## src/rtl/serial_subtractor.sv

```systemverilog
// Bit-serial unsigned subtractor: computes a - b one bit per clock, LSB first,
// using a single full-subtract cell with a registered borrow. start/done handshake.
module serial_subtractor #(
  parameter int unsigned WIDTH = 8
) (
  input  logic             clk,
  input  logic             rst_n,
  input  logic             start,
  input  logic [WIDTH-1:0] a,
  input  logic [WIDTH-1:0] b,
  output logic             busy,
  output logic             done,
  output logic [WIDTH-1:0] diff,
  output logic             borr
);

  localparam int unsigned CW = $clog2(WIDTH + 1);

  typedef enum logic [1:0] {
    IDLE  = 2'd0,
    SHIFT = 2'd1,
    DONE  = 2'd2
  } state_t;

  state_t           state;
  state_t           state_nxt;
  logic             load;
  logic             step;
  logic             last;

  logic [WIDTH-1:0] sa;
  logic [WIDTH-1:0] sb;
  logic [WIDTH-1:0] res;
  logic [WIDTH-1:0] res_sh;
  logic             bflop;
  logic [CW-1:0]    cnt;

  logic             cell_d;
  logic             cell_bo;

  // Full-subtract cell on the current LSBs with the registered borrow-in
  always_comb begin
    cell_d  = sa[0] ^ sb[0] ^ bflop;
    cell_bo = (~sa[0] & sb[0]) | (~(sa[0] ^ sb[0]) & bflop);
  end

  // New difference bit enters at the MSB as the result shifts right
  always_comb begin
    res_sh            = res >> 1;
    res_sh[WIDTH-1]   = cell_d;
  end

  assign last = (cnt == CW'(WIDTH - 1));

  // State register
  always_ff @(posedge clk) begin
    if (!rst_n) begin
      state <= IDLE;
    end else begin
      state <= state_nxt;
    end
  end

  // Next-state and datapath control
  always_comb begin
    state_nxt = state;
    load      = 1'b0;
    step      = 1'b0;
    case (state)
      IDLE: begin
        if (start) begin
          state_nxt = SHIFT;
          load      = 1'b1;
        end
      end
      SHIFT: begin
        step = 1'b1;
        if (last) begin
          state_nxt = DONE;
        end
      end
      DONE: begin
        state_nxt = IDLE;
      end
      default: begin
        state_nxt = IDLE;
      end
    endcase
  end

  // Datapath and registered outputs
  always_ff @(posedge clk) begin
    if (!rst_n) begin
      sa    <= '0;
      sb    <= '0;
      res   <= '0;
      bflop <= 1'b0;
      cnt   <= '0;
      busy  <= 1'b0;
      done  <= 1'b0;
      diff  <= '0;
      borr  <= 1'b0;
    end else begin
      busy <= (state_nxt != IDLE);
      done <= (state_nxt == DONE);
      if (load) begin
        sa    <= a;
        sb    <= b;
        res   <= '0;
        bflop <= 1'b0;
        cnt   <= '0;
      end else if (step) begin
        sa    <= sa >> 1;
        sb    <= sb >> 1;
        res   <= res_sh;
        bflop <= cell_bo;
        cnt   <= cnt + CW'(1);
        if (last) begin
          diff <= res_sh;
          borr <= cell_bo;
        end
      end
    end
  end

endmodule

```

## config.mk

```make
export PLATFORM = sky130hd
export DESIGN_NAME = serial_subtractor
export DESIGN_NICKNAME = d
export VERILOG_FILES = /design/src/rtl/serial_subtractor.sv
export SDC_FILE = /design/constraint.sdc
export NUM_CORES = 1
export LEC_CHECK = 0
export BUFFER_PORTS_ARGS = -buffer_cell sky130_fd_sc_hd__buf_4
export CAP_MARGIN = 10
export CORE_UTILIZATION = 49
export CTS_BUF_LIST = sky130_fd_sc_hd__clkbuf_16
export DETAILED_ROUTE_END_ITERATION = 7
export PLACE_DENSITY = 0.76
export SETUP_SLACK_MARGIN = 0.5
export SLEW_MARGIN = 20
export SYNTH_ARGS = -nofsm -noshare
export SYNTH_HDL_FRONTEND = slang
export SYNTH_SLANG_ARGS = --single-unit
```

## constraint.sdc

```tcl
create_clock -name clk -period 1.25 [get_ports clk]
set_input_delay 0.0625 -clock clk [delete_from_list [all_inputs] [get_ports clk]]
set_output_delay 0.0625 -clock clk [all_outputs]
set_load 0.005 [all_outputs]
```

==> results.ini, run 1 <==
[floorplanning]
start_util_pct = 53.7
dieArea_sq_mm = 0.00369
core_sq_mm = 0.00315
top_level_ports = 30
die_w_microns = 60.8
fp-row-count = 20
die_h_microns = 60.8

[sta]
maxSlewHeadroom_pct = 71.8
setup_violations = 0
fmax_mhz = 817
rsz0062_at_grt = yes
period_share_pct = 97.9
holdWs_ps = 52.3
finalClockSkew_ps = 3.29
hold_viol_final = 0
tns_ps = 0
slew_viol_final = 0
finalCriticalPeriod_ps = 1220
fin_ws_ps = 26.2
worst_pin_slew_ps = 423

[routing]
via_count = 1501
wl_microns = 3990
drtPass1Iterations = 4
wl_per_cell_microns = 14.6
ant_nets = 0
drc = 0
via_per_inst = 5.50
drt_iter0_markers = 115

[cells_and_area]
nets = 249
diodes = 0
area_growth_pct = 35.8
finish.instance_area_sq_mm = 0.00230
drive_above_1_share_pct = 34.1
n_fill_cell = 231

[status]
outcome = completed

[cts]
ctsHoldBuffers = 0
cts_inserted_buffers = 5
cts_sinks = 41
cts_max_level = 2
root_buffer = clkbuf_16
clock_path_buffers = 2
clk_pin_slew_ps = 60
clkLatencyLatePin_ps = 280
cts_tree = built

[power]
p_leak_nw = 0.875
p_per_area_mw_per_mm2 = 1290
ir_worst_vdd_mv = 1.18

[flow_run]
cap_violations = 0

[logic_synthesis]
post_synth.cell_area_avg_sq_um = 8.73
postSynthCellCount = 194
netlist_area_sq_mm = 0.00169
ys.flop_type = dfxtp_1
ys_async_sr_fraction_pct = 0
syn_nets = 215
ys_seq_elements = 41
synth_warnings = 0
synth-edff-count = 0
yosysUniqueCellTypes = 32
synth_seq_area_share_pct = 48.5

[critical_path]
path_class = flop to flop
start_kind = flop
critPathCaptureType = flop
timing.rr.start = state[1]
startpoint = state[1]
cp_max_fo = 15
arrival_ps = 1380
cp_data_required_time_ps = 1410

[hold_path]
min_from = a[2]
hp-class = input port to flop

[placed_design]
pre_cts_slack_ps = 3.78
routabilityCongestion = 0.727
placed_area_sq_mm = 0.00195
post-dp-hpwl_microns = 2210
portBuffers = 29

[grt]
grt_pass1_vias = 1406
antenna_found_initial = 0
grt_max_degree = 39
track_usage_pct = 23.7
grt_pass1_wl_microns = 6240
grt_overflow = 0

==> synth_stat cells (2+ instances only) <==
| cell | n | area [sq um] |
|---|---|---|
| nand2_1 | 62 | 233 |
| dfxtp_1 | 41 | 821 |
| o21ai_0 | 15 | 75.1 |
| a31oi_1 | 14 | 87.6 |
| a21oi_1 | 9 | 45.0 |
| mux2i_1 | 9 | 90.1 |
| buf_6 | 6 | 67.6 |
| buf_2 | 4 | 20.0 |
| clkbuf_1 | 3 | 11.3 |
| nor2_1 | 3 | 11.3 |
| nor2b_1 | 3 | 18.8 |
| a22oi_1 | 2 | 15.0 |
| and2_1 | 2 | 12.5 |
| inv_1 | 2 | 7.51 |
| nand2b_1 | 2 | 12.5 |
==> stage by stage <==
step	std cells	power, mW	utilization (%)
2_1_floorplan	194	1.61	-
6_report	273	2.96	72.9
4_1_cts	273	2.93	71.8
3_5_place_dp	258	1.69	61.7
5_1_grt	273	3.06	72.9
3_3_place_gp	258	1.67	61.7
==> per-layer routing <==
metal | GRT usage [%] | up-vias | wire length, microns
met1 | 27.8 | 730 | 1660
met4 | 13.3 | 0 | 98
li1 | - | 722 | -
met5 | 0 | - | 0
met3 | 5.12 | 10 | 158
met2 | 40.2 | 39 | 2070
==> logic make-up after synthesis <==
kind of cell,count (synthesis),share of synthesized area (%)
compound gates,44,15.9
buf+inv,16,6.50
flops,41,48.5
xor+xnor,2,1.03
simple gates,80,20.8
mux,9,5.32
fa+ha+maj,2,1.92
==> flip-flops by register name, indices dropped and copies added, names as in the netlist <==
register  cells
bflop         1
borr          1
busy          1
cnt           4
diff          8
done          1
res           7
sa            8
sb            8
state         2
==> what timing repair did <==
action / in CTS / in global routing
endpoints found under the setup margin: 52 / 52
gates resized for setup: 29 / 9
buffers inserted: 4 / 0
pin swaps: 1 / 2
cloned: 3 / 0
==> area by class of cell <==
cell class,count,area (sq um),share of cell area [%]
multi-input cells,138,842,36.6
well taps,44,55.1,2.40
flip-flops and latches,41,845,36.7
clock buffers,5,125,5.44
clock inverters,3,12.5,0.544
repair buffers,40,412,17.9
inverters,2,7.51,0.327
==> worst max-delay path: stages (launching register included) <==
cell and delay, ps:
dfxtp_2 340, or3b_4 420, buf_12 160, nand2_1 70, a31oi_1 100
==> where the power goes <==
part           leakage [nW]  total [mW]  switching (mW)  internal, mW
Clock                0.0687        1.20           0.483         0.721
Sequential            0.343        1.40          0.0382          1.36
Combinational         0.463       0.352           0.173         0.179
==> final timing paths <==
check / endpoint / slack, ps / cells after the start
min reg2reg: diff[3] / 460 / 2
max: sb[5] / 30 / 4
max reg2reg: sb[5] / 30 / 4
min: sa[2] / 50 / 3
==> layout by cell type, fill, tap and decap left out, types with 3 or more instances in the layout <==
cell,Yosys,final
a21oi_1,9,9
a31oi_1,14,14
buf_4,0,25
buf_6,6,11
clkbuf_16,0,5
dfxtp_1,41,24
dfxtp_2,0,16
mux2i_1,9,9
nand2_1,62,61
nor2_1,3,3
o21ai_0,15,15
(Power assumes the default switching activity.)
==> run 2, diff against run 1 <==
--- a/config.mk
+++ b/config.mk
@@ -5,7 +5,7 @@
 export SDC_FILE = /design/constraint.sdc
 export NUM_CORES = 1
 export LEC_CHECK = 0
-export BUFFER_PORTS_ARGS = -buffer_cell sky130_fd_sc_hd__buf_4
+export BUFFER_PORTS_ARGS = -buffer_cell sky130_fd_sc_hd__buf_2
 export CAP_MARGIN = 10
 export CORE_UTILIZATION = 49
 export CTS_BUF_LIST = sky130_fd_sc_hd__clkbuf_16
==> results.ini, run 2 (same netlist as run 1, synthesis figures left out) <==
[status]
outcome = complete, but fails checks
violations = negative setup slack

[flow_run]
cap_violations = 0  ; unchanged

[sta]
finalCriticalPeriod_ps = 1250  ; +28.0 ps
finalClockSkew_ps = 5.53  ; +2.24 ps
slew_viol_final = 0  ; unchanged
holdWs_ps = 37.0  ; -15.3 ps
maxSlewHeadroom_pct = 74.2  ; +2.4 points
rsz0062_at_grt = yes
setup_violations = 1  ; +1
period_share_pct = 100  ; +2.2 points
fin_ws_ps = -1.80  ; -28.0 ps
fmax_mhz = 799  ; -2.2%
worst_pin_slew_ps = 386  ; -37.2 ps
hold_viol_final = 0  ; unchanged

[routing]
drtPass1Iterations = 4  ; unchanged
drc = 0  ; unchanged
wl_microns = 3540  ; -11%
ant_nets = 0  ; unchanged
wl_per_cell_microns = 12.8  ; -12%
via_count = 1468  ; -2.2%
drt_iter0_markers = 81  ; -30%
via_per_inst = 5.32  ; -3.3%

[critical_path]
start_kind = flop
timing.rr.start = state[0]
startpoint = state[0]
cp_slowest_cell = or3b_4
cp_slowest_stage_delay_ps = 450  ; +30 ps
r2r_end = sa[6]
crit_family = simple AND/OR/NAND/NOR gates
cp_max_fo = 7  ; -8
r2r_cells = 4  ; unchanged
critPathBufInv = 1  ; unchanged
cp_data_required_time_ps = 1410  ; about the same
path_class = flop to flop
cp.depth = 4  ; unchanged
crit_chain = or3b_4 -> clkbuf_16 -> nand2_2 -> a31oi_1
critPathCaptureType = flop
cp-endpoint = sa[6]
arrival_ps = 1410  ; +30 ps
r2r_slack_ps = -2  ; -30 ps

[cts]
clk_pin_slew_ps = 60  ; about the same
clock_path_buffers = 2  ; unchanged
clkLatencyLatePin_ps = 280  ; about the same
cts_tree = built
cts_inserted_buffers = 5  ; unchanged
cts_sinks = 41  ; unchanged
root_buffer = clkbuf_16
cts_max_level = 2  ; unchanged
ctsHoldBuffers = 0  ; unchanged

[hold_path]
hp-class = input port to flop

[cells_and_area]
final_cell_mix = 47 x nand2_1, 25 x dfxtp_1, 24 x buf_2
finish.instance_area_sq_mm = 0.00233  ; +1.4%
final_common_cell = nand2_1
drive_above_1_share_pct = 40.9  ; +6.9 points
nets = 253  ; +1.6%
area_growth_pct = 37.7
top_regs = diff (8), sa (8), sb (8)
diodes = 0  ; unchanged

[power]
total_power_mw = 2.94  ; -0.58%
p_per_area_mw_per_mm2 = 1260  ; -2.0%
p_leak_nw = 0.929  ; +6.2%
ir_worst_vdd_mv = 1.01  ; -15%

[grt]
grt_pass1_wl_microns = 5580  ; -11%
track_usage_pct = 20.6  ; -3.1 points
antenna_found_initial = 0  ; unchanged
grt_use_met3_pct = 5.97  ; +0.85 points
grtUsageMet1_pct = 26.4  ; -1.4 points
grt.met2_usage_pct = 31.9  ; -8.3 points
grt_max_degree = 21  ; -46%
grt_pass1_vias = 1266  ; -10%
grt_overflow = 0  ; unchanged
top_usage_layer = met2

[placed_design]
post-dp-hpwl_microns = 2020  ; -8.9%
placed_area_sq_mm = 0.00189  ; -3.0%
portBuffers = 29  ; unchanged
routabilityCongestion = 0.749  ; +3.0%

[floorplanning]
start_util_pct = 53.7  ; unchanged
core_sq_mm = 0.00315  ; unchanged
die_w_microns = 60.8  ; unchanged
top_level_ports = 30  ; unchanged
die_h_microns = 60.8  ; unchanged
dieArea_sq_mm = 0.00369  ; unchanged
fp-row-count = 20  ; unchanged

[run 2: cell types whose count changed in the layout (fill, tap and decap cells not counted), moves of 3 or more]
cell and delta:
buf_6 -3, nand2_2 +6, nand2_1 -14, nand2_4 +9
buf_4 -17, buf_2 +24
[run 2: through the flow]
stage	setup slack, ps	TNS, ps	utilization [%]	cells
final	-1.80	-1.80	73.9	276
after global routing	-30.4	-151	73.9	276
after CTS	62.4	0	66.9	272
after detailed placement	20.2	0	59.9	260
after global placement	47.5	0	59.9	260
after floorplan	50.6	0	-	194
[run 2: repair_timing]
item,4_1_cts,5_1_grt
resized for setup,11,46
setup endpoints to repair,50,52
buffers inserted,3,2
cloned,2,2
pin swaps,2,24
[run 2: worst min path at each step]
stage,cells past startpoint,to,start
6_report,3,sb[0],b[0]
3_5_place_dp,3,sb[5],b[5]
2_1_floorplan,2,sb[0],b[0]
3_3_place_gp,3,sb[5],b[5]
4_1_cts,3,sb[5],b[5]
5_1_grt,3,sb[0],b[0]
[run 2: layout make-up]
cell class	instances	area, sq um
clock inverters	2	7.51
clock buffers	5	125
fillers	233	822
inverters	2	7.51
well taps	44	55.1
multi-input cells	138	922
flip-flops and latches	41	846
repair buffers	44	368
[run 2: report_power, final]
| part | internal [mW] | switching (mW) |
|---|---|---|
| logic | 0.181 | 0.175 |
| clock network | 0.713 | 0.461 |
| registers | 1.36 | 0.0485 |
[run 2: worst reg2reg max path, cell delays in order (launching register included)]
cell and delay, ps:
dfxtp_4 370, or3b_4 450, clkbuf_16 200, nand2_2 50
a31oi_1 70
[run 2: per-layer routing]
metal | up-vias | wire length (microns)
met5 | - | 0
met4 | 0 | 59
met1 | 690 | 1580
met2 | 42 | 1710
met3 | 7 | 189
li1 | 729 | -
==> run 3, diff against run 2 <==
--- a/config.mk
+++ b/config.mk
@@ -5,6 +5,7 @@
 export SDC_FILE = /design/constraint.sdc
 export NUM_CORES = 1
 export LEC_CHECK = 0
+export ABC_CLOCK_PERIOD_IN_PS = 1250
 export BUFFER_PORTS_ARGS = -buffer_cell sky130_fd_sc_hd__buf_2
 export CAP_MARGIN = 10
 export CORE_UTILIZATION = 49
@@ -16,3 +17,4 @@
 export SYNTH_ARGS = -nofsm -noshare
 export SYNTH_HDL_FRONTEND = slang
 export SYNTH_SLANG_ARGS = --single-unit
+export TNS_END_PERCENT = 20
==> results.ini, run 3 (same netlist as run 1, synthesis figures left out) <==
[cts]
clkLatencyLatePin_ps = 280  ; about the same
clk_pin_slew_ps = 60  ; about the same
cts_sinks = 41  ; unchanged
cts_tree = built
cts_max_level = 2  ; unchanged
root_buffer = clkbuf_16
cts_inserted_buffers = 5  ; unchanged
clock_path_buffers = 2  ; unchanged

[sta]
rsz0062_at_grt = yes
fmax_mhz = 832  ; +4.1%
period_share_pct = 96.2  ; -3.9 points
finalClockSkew_ps = 4.45  ; -1.08 ps
setup_violations = 0  ; -1
worst_pin_slew_ps = 293  ; -93.4 ps
slew_viol_final = 0  ; unchanged
hold_viol_final = 0  ; unchanged
finalCriticalPeriod_ps = 1200  ; -49.4 ps
tns_ps = 0  ; +1.80 ps
maxSlewHeadroom_pct = 80.5  ; +6.3 points

[placed_design]
routabilityCongestion = 0.764  ; +2.0%
post-dp-hpwl_microns = 1990  ; -1.3%
dp.cells = 260  ; unchanged
placed_area_sq_mm = 0.00186  ; -1.7%
portBuffers = 29  ; unchanged

[cells_and_area]
nets = 246  ; -2.8%
drive_above_1_share_pct = 31.0  ; -10 points
fin_cells = 270  ; -2.2%
diodes = 0  ; unchanged
finish.instance_area_sq_mm = 0.00210  ; -9.9%
top_regs = diff (8), sa (8), sb (8)
area_growth_pct = 24.0
final_cell_mix = 62 x nand2_1, 27 x dfxtp_1, 24 x buf_2
final_common_cell = nand2_1

[critical_path]
r2r_end = sb[3]
critPathCaptureType = flop
r2r_slack_ps = 50  ; +50 ps
r2r_cells = 4  ; unchanged
cp_data_required_time_ps = 1390  ; -20 ps
timing.rr.start = state[1]
cp_max_fo = 15  ; +8
start_kind = flop
path_class = flop to flop
arrival_ps = 1350  ; -60 ps

[power]
ir_worst_vdd_mv = 1.11  ; +9.7%
p_leak_nw = 0.806  ; -13%
p_per_area_mw_per_mm2 = 1350  ; +6.8%

[routing]
via_per_inst = 5.10  ; -4.1%
drt_iter0_markers = 97  ; +20%
wl_per_cell_microns = 11.5  ; -10%
drc = 0  ; unchanged
drtPass1Iterations = 4  ; unchanged
ant_nets = 0  ; unchanged
wl_microns = 3100  ; -12%
via_count = 1377  ; -6.2%

[floorplanning]
die_w_microns = 60.8  ; unchanged
fp-row-count = 20  ; unchanged
top_level_ports = 30  ; unchanged
core_sq_mm = 0.00315  ; unchanged
start_util_pct = 53.7  ; unchanged
dieArea_sq_mm = 0.00369  ; unchanged
die_h_microns = 60.8  ; unchanged

[status]
outcome = completed

[grt]
grt_pass1_vias = 1226  ; -3.2%
antenna_found_initial = 0  ; unchanged
grt_max_degree = 30  ; +43%
grt_pass1_wl_microns = 5070  ; -9.0%
track_usage_pct = 18.8  ; -1.8 points
grt_overflow = 0  ; unchanged

[flow_run]
cap_violations = 0  ; unchanged

[hold_path]
min_to = sb[5]
min_from = b[5]
hp-class = input port to flop
whs_path_depth = 3  ; unchanged

[run 3: cell types whose count changed in the layout (fill, tap and decap cells not counted), moves of 2 or more]
| cell | before | now |
|---|---|---|
| dfxtp_1 | 25 | 27 |
| buf_6 | 8 | 6 |
| nand2_2 | 6 | 1 |
| nand2_1 | 47 | 62 |
| nand2_4 | 10 | 0 |
| buf_4 | 8 | 6 |
| inv_1 | 3 | 1 |
[run 3: layout make-up]
type,count,area (sq um)
Inverter,2,7.51
Clock buffer,5,125
Timing Repair Buffer,37,253
Fill cell,244,1050
Multi-Input combinational cell,138,806
Sequential cell,41,841
Tap cell,44,55.1
Clock inverter,3,12.5
[run 3: stage by stage]
stage	util, %	power, mW	hold slack [ps]	setup WS (ps)
2_1_floorplan	-	1.60	217	50.6
3_3_place_gp	58.9	1.65	332	0.497
3_5_place_dp	58.9	1.66	330	-61.1
4_1_cts	63.6	2.84	40.0	44.7
5_1_grt	66.6	2.94	55.8	-25.4
6_report	66.6	2.83	42.3	47.6
[run 3: worst max-delay path by stage]
stage / from / end / slack [ps] / cells after the start
floorplan: state[1] / sa[6] / 50 / 5
global placement: state[1] / state[0] / 0.5 / 3
detailed placement: state[1] / state[0] / -60 / 3
CTS: state[1] / sb[0] / 40 / 4
global route: sa[0] / diff[7] / -30 / 4
finish: state[1] / sb[3] / 50 / 4
[run 3: where the power goes]
part | switching, mW | total (mW) | internal [mW]
combinational | 0.142 | 0.260 | 0.119
sequential | 0.0305 | 1.39 | 1.36
clock | 0.456 | 1.18 | 0.720
[run 3: repair_timing]
item,CTS,global route
endpoints found under the setup margin,51,52
gates cloned,0,1
hold buffers,0,0
resized for setup,2,27
pin swaps,1,3
setup buffers,0,1
[run 3: metal layers]
| layer | GRT usage (%) | share of wire [%] | routed length [microns] |
|---|---|---|---|
| met4 | 9.09 | 1.6 | 50 |
| met2 | 29.8 | 46 | 1430 |
| met1 | 23.6 | 49 | 1510 |
| met3 | 5.33 | 3.4 | 105 |
| met5 | 0 | 0 | 0 |
[run 3: worst max-delay path, stage by stage (launching register included)]
cell and delay [ps]:
dfxtp_2 340, or3b_4 420, buf_12 160, nand2_1 60, a31oi_1 80
